==> src/rtl/aes_key_schedule.sv <==
// rtl/aes_key_schedule.sv - iterative AES-128 key expansion, one round key per handshake
module aes_key_schedule (
   input  logic         clk,
   input  logic         rst,
   input  logic         start,
   input  logic [127:0] key_in,
   output logic [127:0] rk,
   output logic [3:0]   rk_round,
   output logic         rk_valid,
   input  logic         rk_ready,
   output logic         busy,
   output logic         done
);

   typedef enum logic [1:0] {IDLE, PRESENT, SUB} state_t;

   // FIPS-197 forward S-box, indexed by input byte
   localparam logic [7:0] SBOX [256] = '{
      8'h63, 8'h7c, 8'h77, 8'h7b, 8'hf2, 8'h6b, 8'h6f, 8'hc5, 8'h30, 8'h01, 8'h67, 8'h2b, 8'hfe, 8'hd7, 8'hab, 8'h76,
      8'hca, 8'h82, 8'hc9, 8'h7d, 8'hfa, 8'h59, 8'h47, 8'hf0, 8'had, 8'hd4, 8'ha2, 8'haf, 8'h9c, 8'ha4, 8'h72, 8'hc0,
      8'hb7, 8'hfd, 8'h93, 8'h26, 8'h36, 8'h3f, 8'hf7, 8'hcc, 8'h34, 8'ha5, 8'he5, 8'hf1, 8'h71, 8'hd8, 8'h31, 8'h15,
      8'h04, 8'hc7, 8'h23, 8'hc3, 8'h18, 8'h96, 8'h05, 8'h9a, 8'h07, 8'h12, 8'h80, 8'he2, 8'heb, 8'h27, 8'hb2, 8'h75,
      8'h09, 8'h83, 8'h2c, 8'h1a, 8'h1b, 8'h6e, 8'h5a, 8'ha0, 8'h52, 8'h3b, 8'hd6, 8'hb3, 8'h29, 8'he3, 8'h2f, 8'h84,
      8'h53, 8'hd1, 8'h00, 8'hed, 8'h20, 8'hfc, 8'hb1, 8'h5b, 8'h6a, 8'hcb, 8'hbe, 8'h39, 8'h4a, 8'h4c, 8'h58, 8'hcf,
      8'hd0, 8'hef, 8'haa, 8'hfb, 8'h43, 8'h4d, 8'h33, 8'h85, 8'h45, 8'hf9, 8'h02, 8'h7f, 8'h50, 8'h3c, 8'h9f, 8'ha8,
      8'h51, 8'ha3, 8'h40, 8'h8f, 8'h92, 8'h9d, 8'h38, 8'hf5, 8'hbc, 8'hb6, 8'hda, 8'h21, 8'h10, 8'hff, 8'hf3, 8'hd2,
      8'hcd, 8'h0c, 8'h13, 8'hec, 8'h5f, 8'h97, 8'h44, 8'h17, 8'hc4, 8'ha7, 8'h7e, 8'h3d, 8'h64, 8'h5d, 8'h19, 8'h73,
      8'h60, 8'h81, 8'h4f, 8'hdc, 8'h22, 8'h2a, 8'h90, 8'h88, 8'h46, 8'hee, 8'hb8, 8'h14, 8'hde, 8'h5e, 8'h0b, 8'hdb,
      8'he0, 8'h32, 8'h3a, 8'h0a, 8'h49, 8'h06, 8'h24, 8'h5c, 8'hc2, 8'hd3, 8'hac, 8'h62, 8'h91, 8'h95, 8'he4, 8'h79,
      8'he7, 8'hc8, 8'h37, 8'h6d, 8'h8d, 8'hd5, 8'h4e, 8'ha9, 8'h6c, 8'h56, 8'hf4, 8'hea, 8'h65, 8'h7a, 8'hae, 8'h08,
      8'hba, 8'h78, 8'h25, 8'h2e, 8'h1c, 8'ha6, 8'hb4, 8'hc6, 8'he8, 8'hdd, 8'h74, 8'h1f, 8'h4b, 8'hbd, 8'h8b, 8'h8a,
      8'h70, 8'h3e, 8'hb5, 8'h66, 8'h48, 8'h03, 8'hf6, 8'h0e, 8'h61, 8'h35, 8'h57, 8'hb9, 8'h86, 8'hc1, 8'h1d, 8'h9e,
      8'he1, 8'hf8, 8'h98, 8'h11, 8'h69, 8'hd9, 8'h8e, 8'h94, 8'h9b, 8'h1e, 8'h87, 8'he9, 8'hce, 8'h55, 8'h28, 8'hdf,
      8'h8c, 8'ha1, 8'h89, 8'h0d, 8'hbf, 8'he6, 8'h42, 8'h68, 8'h41, 8'h99, 8'h2d, 8'h0f, 8'hb0, 8'h54, 8'hbb, 8'h16
   };

   // Round constant for the round being produced (1..10)
   function automatic logic [7:0] rcon(input logic [3:0] r);
      case (r)
         4'd1:    return 8'h01;
         4'd2:    return 8'h02;
         4'd3:    return 8'h04;
         4'd4:    return 8'h08;
         4'd5:    return 8'h10;
         4'd6:    return 8'h20;
         4'd7:    return 8'h40;
         4'd8:    return 8'h80;
         4'd9:    return 8'h1b;
         4'd10:   return 8'h36;
         default: return 8'h00;
      endcase
   endfunction

   state_t         state_q;
   logic [1:0]     cnt_q;
   logic [127:0]   rk_q;
   logic [3:0]     round_q;
   logic           valid_q;
   logic           busy_q;
   logic           done_q;
   logic [23:0]    temp_q;

   logic [31:0]    rot_word;
   logic [7:0]     sbox_in;
   logic [7:0]     sbox_out;
   logic [31:0]    t_word;
   logic [31:0]    w0_d, w1_d, w2_d, w3_d;
   logic [127:0]   rk_d;

   // Shared S-box: feed byte cnt_q of RotWord(w3), byte 0 being the most significant
   always_comb begin
      rot_word = {rk_q[23:0], rk_q[31:24]};
      case (cnt_q)
         2'd0:    sbox_in = rot_word[31:24];
         2'd1:    sbox_in = rot_word[23:16];
         2'd2:    sbox_in = rot_word[15:8];
         default: sbox_in = rot_word[7:0];
      endcase
      sbox_out = SBOX[sbox_in];
   end

   // Next round key, valid on the last SUB cycle when the fourth S-box byte is live
   always_comb begin
      t_word = {temp_q, sbox_out} ^ {rcon(round_q + 4'd1), 24'h0};
      w0_d   = rk_q[127:96] ^ t_word;
      w1_d   = rk_q[95:64]  ^ w0_d;
      w2_d   = rk_q[63:32]  ^ w1_d;
      w3_d   = rk_q[31:0]   ^ w2_d;
      rk_d   = {w0_d, w1_d, w2_d, w3_d};
   end

   // Control FSM with registered outputs; reset overrides everything
   always_ff @(posedge clk) begin
      if (rst) begin
         state_q <= IDLE;
         cnt_q   <= 2'd0;
         rk_q    <= '0;
         round_q <= 4'd0;
         valid_q <= 1'b0;
         busy_q  <= 1'b0;
         done_q  <= 1'b0;
         temp_q  <= '0;
      end else begin
         done_q <= 1'b0;
         case (state_q)
            IDLE: begin
               if (start) begin
                  rk_q    <= key_in;
                  round_q <= 4'd0;
                  valid_q <= 1'b1;
                  busy_q  <= 1'b1;
                  state_q <= PRESENT;
               end
            end
            PRESENT: begin
               if (rk_ready) begin
                  valid_q <= 1'b0;
                  if (round_q == 4'd10) begin
                     busy_q  <= 1'b0;
                     done_q  <= 1'b1;
                     state_q <= IDLE;
                  end else begin
                     cnt_q   <= 2'd0;
                     state_q <= SUB;
                  end
               end
            end
            SUB: begin
               if (cnt_q == 2'd3) begin
                  rk_q    <= rk_d;
                  round_q <= round_q + 4'd1;
                  valid_q <= 1'b1;
                  state_q <= PRESENT;
               end else begin
                  case (cnt_q)
                     2'd0:    temp_q[23:16] <= sbox_out;
                     2'd1:    temp_q[15:8]  <= sbox_out;
                     default: temp_q[7:0]   <= sbox_out;
                  endcase
                  cnt_q <= cnt_q + 2'd1;
               end
            end
            default: state_q <= IDLE;
         endcase
      end
   end

   assign rk       = rk_q;
   assign rk_round = round_q;
   assign rk_valid = valid_q;
   assign busy     = busy_q;
   assign done     = done_q;

endmodule

==> config.mk <==
export PLATFORM = sky130hd
export DESIGN_NAME = aes_key_schedule
export DESIGN_NICKNAME = d
export VERILOG_FILES = /design/src/rtl/aes_key_schedule.sv
export SDC_FILE = /design/constraint.sdc
export NUM_CORES = 1
export LEC_CHECK = 0
export BUFFER_PORTS_ARGS = -buffer_cell sky130_fd_sc_hd__clkbuf_2
export CAP_MARGIN = 20
export CELL_PAD_IN_SITES_DETAIL_PLACEMENT = 1
export CELL_PAD_IN_SITES_GLOBAL_PLACEMENT = 1
export CORE_ASPECT_RATIO = 0.5
export CORE_MARGIN = 1
export CORE_UTILIZATION = 41
export DETAILED_ROUTE_END_ITERATION = 8
export PLACE_DENSITY = 0.91
export SLEW_MARGIN = 20
export SYNTH_ARGS = -nofsm -noshare
export SYNTH_HDL_FRONTEND = slang
export SYNTH_SLANG_ARGS = --single-unit
==> constraint.sdc <==
create_clock -name clk -period 5.86 [get_ports clk]
set_input_delay 0.293 -clock clk [delete_from_list [all_inputs] [get_ports clk]]
set_output_delay 0.293 -clock clk [all_outputs]
set_load 0.02 [all_outputs]
# ---- After elaboration in Yosys (flattened, before gate mapping)
# Memory sizes are Yosys's and may differ from the RTL's.
# Cells that the tools add are included.
dict set report word_totals {
  in_bits 132
  wordCells 79
  memories 2
  rom_bits 2176
  output_inout_bits 135
  ff_bits 163
}
# name depth word_bits read_ports rd_ports_with_merged_regs wr line
set mem_list {}
lappend mem_list {{(no name shown)} 256 8 1 0 0 79} ;# sbox_out = SBOX[sbox_in];
lappend mem_list {{(no name shown)} 16 8 1 0 0 39} ;# case (r)
dict set report classes {
  reduce_logical 16
  n_eq_ne 12
  n_addsub 2
  muxes 26
  n_bitwise 10
  order_cmp 1
}
# op count
set ops {}
lappend ops {{128-bit 2-to-1 mux} 2}
lappend ops {{128-bit case mux with 2 select lines} 1}
lappend ops {{32-bit XOR} 5}
lappend ops {{8-bit case mux with 3 select lines} 1}
lappend ops {{8-bit 2-to-1 mux} 2}
lappend ops {{3-bit AND reduction} 5}
lappend ops {{2-bit 2-to-1 mux} 7}
lappend ops {{2-bit != test (second input constant)} 6}
lappend ops {{4-bit AND reduction} 3}
lappend ops {{9-bit greater-or-equal comparator (second input constant)} 1}
lappend ops {{8-bit inverter with 9-bit output} 1}
lappend ops {{4-bit 2-to-1 mux} 2}
lappend ops {{4-bit case mux with 2 select lines} 1}
lappend ops {{2-bit == test (second input constant)} 3}
lappend ops {{1-bit 2-to-1 mux} 6}
lappend ops {{2-bit case mux with 3 select lines} 1}
lappend ops {{2-bit nonzero test} 3}
lappend ops {{4-bit by 1-bit adder with 4-bit output (second input constant)} 1}
lappend ops {{2-bit by 1-bit == test with 1-bit output (second input constant)} 2}
lappend ops {{4-bit == test (second input constant)} 1}
lappend ops {{2-bit logical NOT} 2}
lappend ops {{1-bit inverter} 4}
lappend ops {{2-bit case mux with 2 select lines} 1}
lappend ops {{1-bit case mux with 3 select lines} 1}
lappend ops {{other kinds (5)} 5}

# ---- Logic depth before layout (Yosys ltp)
dict set report depth {
  depth_word 13
  ltp_mapped 21
  mapped_depth_nobuf 17
}

# ---- Least setup slack after synthesis
# No wires, ideal clock.
dict set report synth_path {
  kind {register -> register}
  startpoint {register cnt_q[0]}
  endpoint {register rk_q[39] (netlist: rk[39])}
  setup_slack_ns 1.227
  path_stages_with_launch 21
  setup_ns 0.074
  required_ns 5.786
  synth_period_minus_slack_ns 4.633
  arrival_time_ns 4.559
  path_buffers 4
  cell_sequence {dfxtp_1 inv_1 ha_1 buf_6 a222oi_1 mux2i_2 inv_2 buf_6 buf_4 ha_1 clkbuf_1 clkinv_1 mux4_2 nand2_1 o21ai_1 a2111oi_2 a311oi_2 mux2_4 xnor2_1 or3_1 a31oi_1}
}
dict set report synth_between {
  elab_chain_cells 12
  elab_cells_between_ends 17
  cone_classes {4 x eq/ne; 5 x mux; 5 x bitwise; 2 x reduce/logical; 1 x memory}
}
# item line
set synth_lines {}
lappend synth_lines {{start, declared} 55} ;# logic [1:0] cnt_q;
lappend synth_lines {{start signal, assigned} 140} ;# cnt_q <= cnt_q + 2'd1;
lappend synth_lines {{2-bit == test (tied with other cells)} 73} ;# case (cnt_q)
lappend synth_lines {{8-bit case mux with 3 select lines} 73}
lappend synth_lines {{8-bit inverter with 9-bit output (implied by the code)} 79}
lappend synth_lines {{memory read 256 x 8 bit} --}
lappend synth_lines {{8-bit 2-to-1 mux (implied by the code) (2 in a row)} 79}
lappend synth_lines {{32-bit XOR} 84} ;# t_word = {temp_q, sbox_out} ^ {rcon(round_q + 4'd1), 24'h0};
lappend synth_lines {{32-bit XOR} 85} ;# w0_d = rk_q[127:96] ^ t_word;
lappend synth_lines {{32-bit XOR} 86} ;# w1_d = rk_q[95:64] ^ w0_d;
lappend synth_lines {{32-bit XOR} 87} ;# w2_d = rk_q[63:32] ^ w1_d;
lappend synth_lines {{128-bit 2-to-1 mux} 129} ;# if (cnt_q == 2'd3) begin
lappend synth_lines {{128-bit case mux with 2 select lines} 105} ;# case (state_q)
lappend synth_lines {{end signal, assigned} 108} ;# rk_q <= key_in;
lappend synth_lines {{end signal, assigned} 130} ;# rk_q <= rk_d;
lappend synth_lines {{end, declared} 56} ;# logic [127:0] rk_q;
# Several ways; a longest one is shown, not always the timed one. The select of a mux whose other input is x is not followed.
# A chain may end at the register's enable or synchronous reset.

# ---- Worst setup path in the final report
dict set report layout_path {
  startpoint {register cnt_q[0]}
  endpoint {register rk_q[37] (netlist: rk[37])}
}
# The elaborated chain is that of the path after synthesis.

==> results.py <==
metrics = {
    "run_status": {
        "status": "finished, final reports clean",
    },
    "synth": {
        "synth_seq_cells": 163,
        "synth.most_common_cell": "nor2_1",
        "synth_ff_type": "dfxtp_1",
        "synthTopCellsByArea": "dfxtp_1 (25%), a21oi_1 (7.4%), nor2_1 (5.9%)",
        "syn_nets": 1967,
        "synth_area_leader_cell": "dfxtp_1",
        "asyncSetResetFlopFracSynth": 0,
        "syn_avg_cell_area_sq_um": 7.231,
        "synth_cell_types": 99,
        "synth_area_sq_um": 13130,
        "yosys_warnings": 0,
        "netlist.area_leader.share": 0.2485,
        "seq_area_frac_synth": 0.2485,
        "synth_edf_count": 0,
        "synthTopCellsByCount": "nor2_1 (205), nand2_1 (196), a21oi_1 (195), dfxtp_1 (163), o21ai_0 (122)",
        "synthCells": 1816,
    },
    "layout": {
        "drive_gt1_frac": 0.1987,
        "area_growth_pct": 16.21,
        "finalNetCount": 2126,
        "nFillCells": 3873,
        "layoutNonFillerInstCount": 2419,
        "fin_area_sq_um": 15260,
    },
    "power_and_ir_drop": {
        "pwr-share-seq": 0.328,
        "combinationalPowerShare": 0.381,
        "p_switching_mw": 1.692,
        "swShare": 0.4255,
        "power_density_nw_per_um2": 260.5,
        "power_mw": 3.976,
        "clkPwrFrac": 0.291,
        "ir_drop_uv": 217.8,
        "leakagePower_nw": 6.087,
        "p_int_mw": 2.284,
    },
    "die": {
        "ioPinCount": 267,
        "placeableCoreArea_sq_um": 30910,
        "rows": 45,
        "start_util": 0.4248,
        "die_width_microns": 255.1,
        "fp.dieH_microns": 128.5,
        "dieArea_sq_um": 32790,
    },
    "clock_tree": {
        "cts_sinks": 163,
        "ctsHoldBuffers": 0,
        "cts_tree": "done",
        "cts.clk_slew.worst_paths_ps": 80,
        "cts_root_buf": "clkbuf_16",
        "postCtsSetupRepairBufs": 0,
        "htree_levels": 4,
        "cts_resized": 0,
        "cts_buffers": 17,
        "insertion_delay_ps": 460,
        "cts_buffer_depth": 2,
    },
    "worst_setup_path": {
        "path_cells": "inv_1, ha_1, a222oi_1, mux2i_2, buf_4, ha_1, buf_4, o21ai_0, o32ai_1, a221oi_1, a211oi_1, a221oi_2, xnor2_1, xnor2_1, a2111oi_0",
        "cp_slowest_cell": "a222oi_1",
        "crit_path_end_kind": "flip-flop",
        "reg2reg_slack_ps": 220,
        "r2r-start": "cnt_q[0]",
        "cp_max_fo": 25,
        "startpoint_type": "flip-flop",
        "max_stage_delay_ps": 610,
        "worstSetupPathType": "reg2reg",
        "critPathArrivalTime_ps": 5940,
        "required_ps": 6160,
        "rr_worst_depth": 15,
        "r2r_end": "rk[37]",
    },
    "timing": {
        "setup_violations": 0,
        "hold_violations": 0,
        "fin_skew_ps": 12.81,
        "period_needed_ps": 5643,
        "max_freq_mhz": 177.2,
        "final_max_slew_viol_count": 0,
        "tightest_slew_ps": 1191,
        "fin_setup_tns_ps": 0,
        "slew_headroom": 0.2062,
        "setup_slack_ps": 216.7,
        "fin_crit_sh": 0.9630,
        "rsz0062_at_grt": "no",
    },
    "min_path": {
        "hold_start": "rk_ready",
        "hold_class": "in2reg",
        "min_path_cells": 3,
        "min_to": "state_q[0]",
    },
    "placement": {
        "hpwl_microns": 44560,
        "dp.cells": 2378,
        "globalplace.congestion": 1.060,
        "io_buffers": 266,
        "dpl_cell_area_sq_um": 14640,
        "dp_slack_ps": 779.7,
    },
    "global_route": {
        "grt_use_total": 0.4136,
        "antenna_found_initial": 6,
        "grt_max_degree": 135,
        "grt_pass1_vias": 16550,
        "grt-ovfl-total": 0,
        "grt_pass1_wl_microns": 103500,
    },
    "route": {
        "wl_per_cell_microns": 29.46,
        "dr.pass1.iters": 6,
        "first_iter_violations": 2767,
        "ant_nets": 0,
        "drcViolationCount": 0,
        "wirelength_microns": 71260,
        "vias_per_cell": 7.128,
        "num_vias": 17240,
    },
    "job": {
        "maxCapViolCount": 0,
    },
}
cell usage in the layout (no fill, tap or decap), types with 11 or more instances in the layout:
cell         n
nand3b_1    19
o22a_1      17
o22ai_1     14
ha_1        19
o21ai_0    121
nor3_1      52
a221oi_1    14
buf_4       49
nor2_1     204
and3_1      12
xor2_1      55
a21oi_1    195
a31oi_1     28
a22oi_1     41
nand2_1    196
clkbuf_16   17
xnor2_1     64
nand2b_1    24
or4_1       11
clkbuf_2   265
a211oi_1    61
mux2i_1     21
o31ai_1     12
inv_1       35
dfxtp_1    163
nand3_1     44
o211ai_1    29
metrics by stage:
| step | utilization | hold slack [ps] |
|---|---|---|
| 6_report | 0.4937 | 129.2 |
| 5_1_grt | 0.4934 | 136.0 |
| 4_1_cts | 0.4921 | 119.6 |
| 3_5_place_dp | 0.4738 | 488.9 |
| 3_3_place_gp | 0.4738 | 465.4 |
| 2_1_floorplan | - | 441.3 |
layer usage:
metal,GRT usage,vias to the layer above,wire length [microns]
met5,0,-,13
met4,0.2716,2,5616
met3,0.1165,465,8433
met2,0.6367,1530,30690
met1,0.5086,8275,26500
li1,-,6971,-
cell families after synthesis:
kind of cell / share of synthesized area
multiplexers: 0.03306
AO/OA/AOI/OAI: 0.3330
flip-flops: 0.2485
AND/OR/NAND/NOR: 0.2061
buffers and inverters: 0.07337
adder cells (fa/ha/maj): 0.01810
XOR/XNOR: 0.08785
final cells by class:
| class | instances | area, sq um | share of cell area |
|---|---|---|---|
| sequential | 163 | 3263 | 0.2138 |
| clock buffer | 18 | 439.2 | 0.02878 |
| clock inverter | 14 | 128.9 | 0.008445 |
| timing repair buffer | 317 | 1762 | 0.1154 |
| tap | 423 | 529.3 | 0.03468 |
| antenna | 8 | 20.02 | 0.001312 |
| multi-input combinational | 1436 | 8966 | 0.5876 |
| inverter | 40 | 151.4 | 0.009921 |
power groups by stage:
stage	clock network [mW]	logic (mW)	registers, mW
final	1.16	1.51	1.31
after global routing	1.19	1.57	1.31
after CTS	1.14	1.43	1.29
after detailed placement	0	1.38	1.31
after global placement	0	1.35	1.31
after floorplan	0	0.860	1.35
registers in the layout, indices dropped and copies added, names as in the netlist:
signal    cells
rk_round      4
temp_q       24
state_q       2
rk_valid      1
cnt_q         2
rk          128
done          1
busy          1
worst max-delay path: cells and delay by family, from the launching register on:
| family | cells | cell delay [ps] |
|---|---|---|
| fa+ha+maj | 2 | 720 |
| xor+xnor | 2 | 430 |
| mux | 1 | 210 |
| flops | 1 | 460 |
| compound gates | 7 | 2990 |
| buf+inv | 3 | 660 |
how the worst max path moves through the flow:
stage / startpoint / end / slack (ps) / cells after the start
after detailed placement: cnt_q[0] / rk[38] / 780 / 16
after global placement: cnt_q[0] / rk[34] / 990 / 16
after global routing: cnt_q[0] / rk[37] / 110 / 15
after CTS: cnt_q[0] / rk[34] / 660 / 16
after floorplan: cnt_q[0] / rk[39] / 1230 / 20
final: cnt_q[0] / rk[37] / 220 / 15
(Power assumes the default switching activity.)
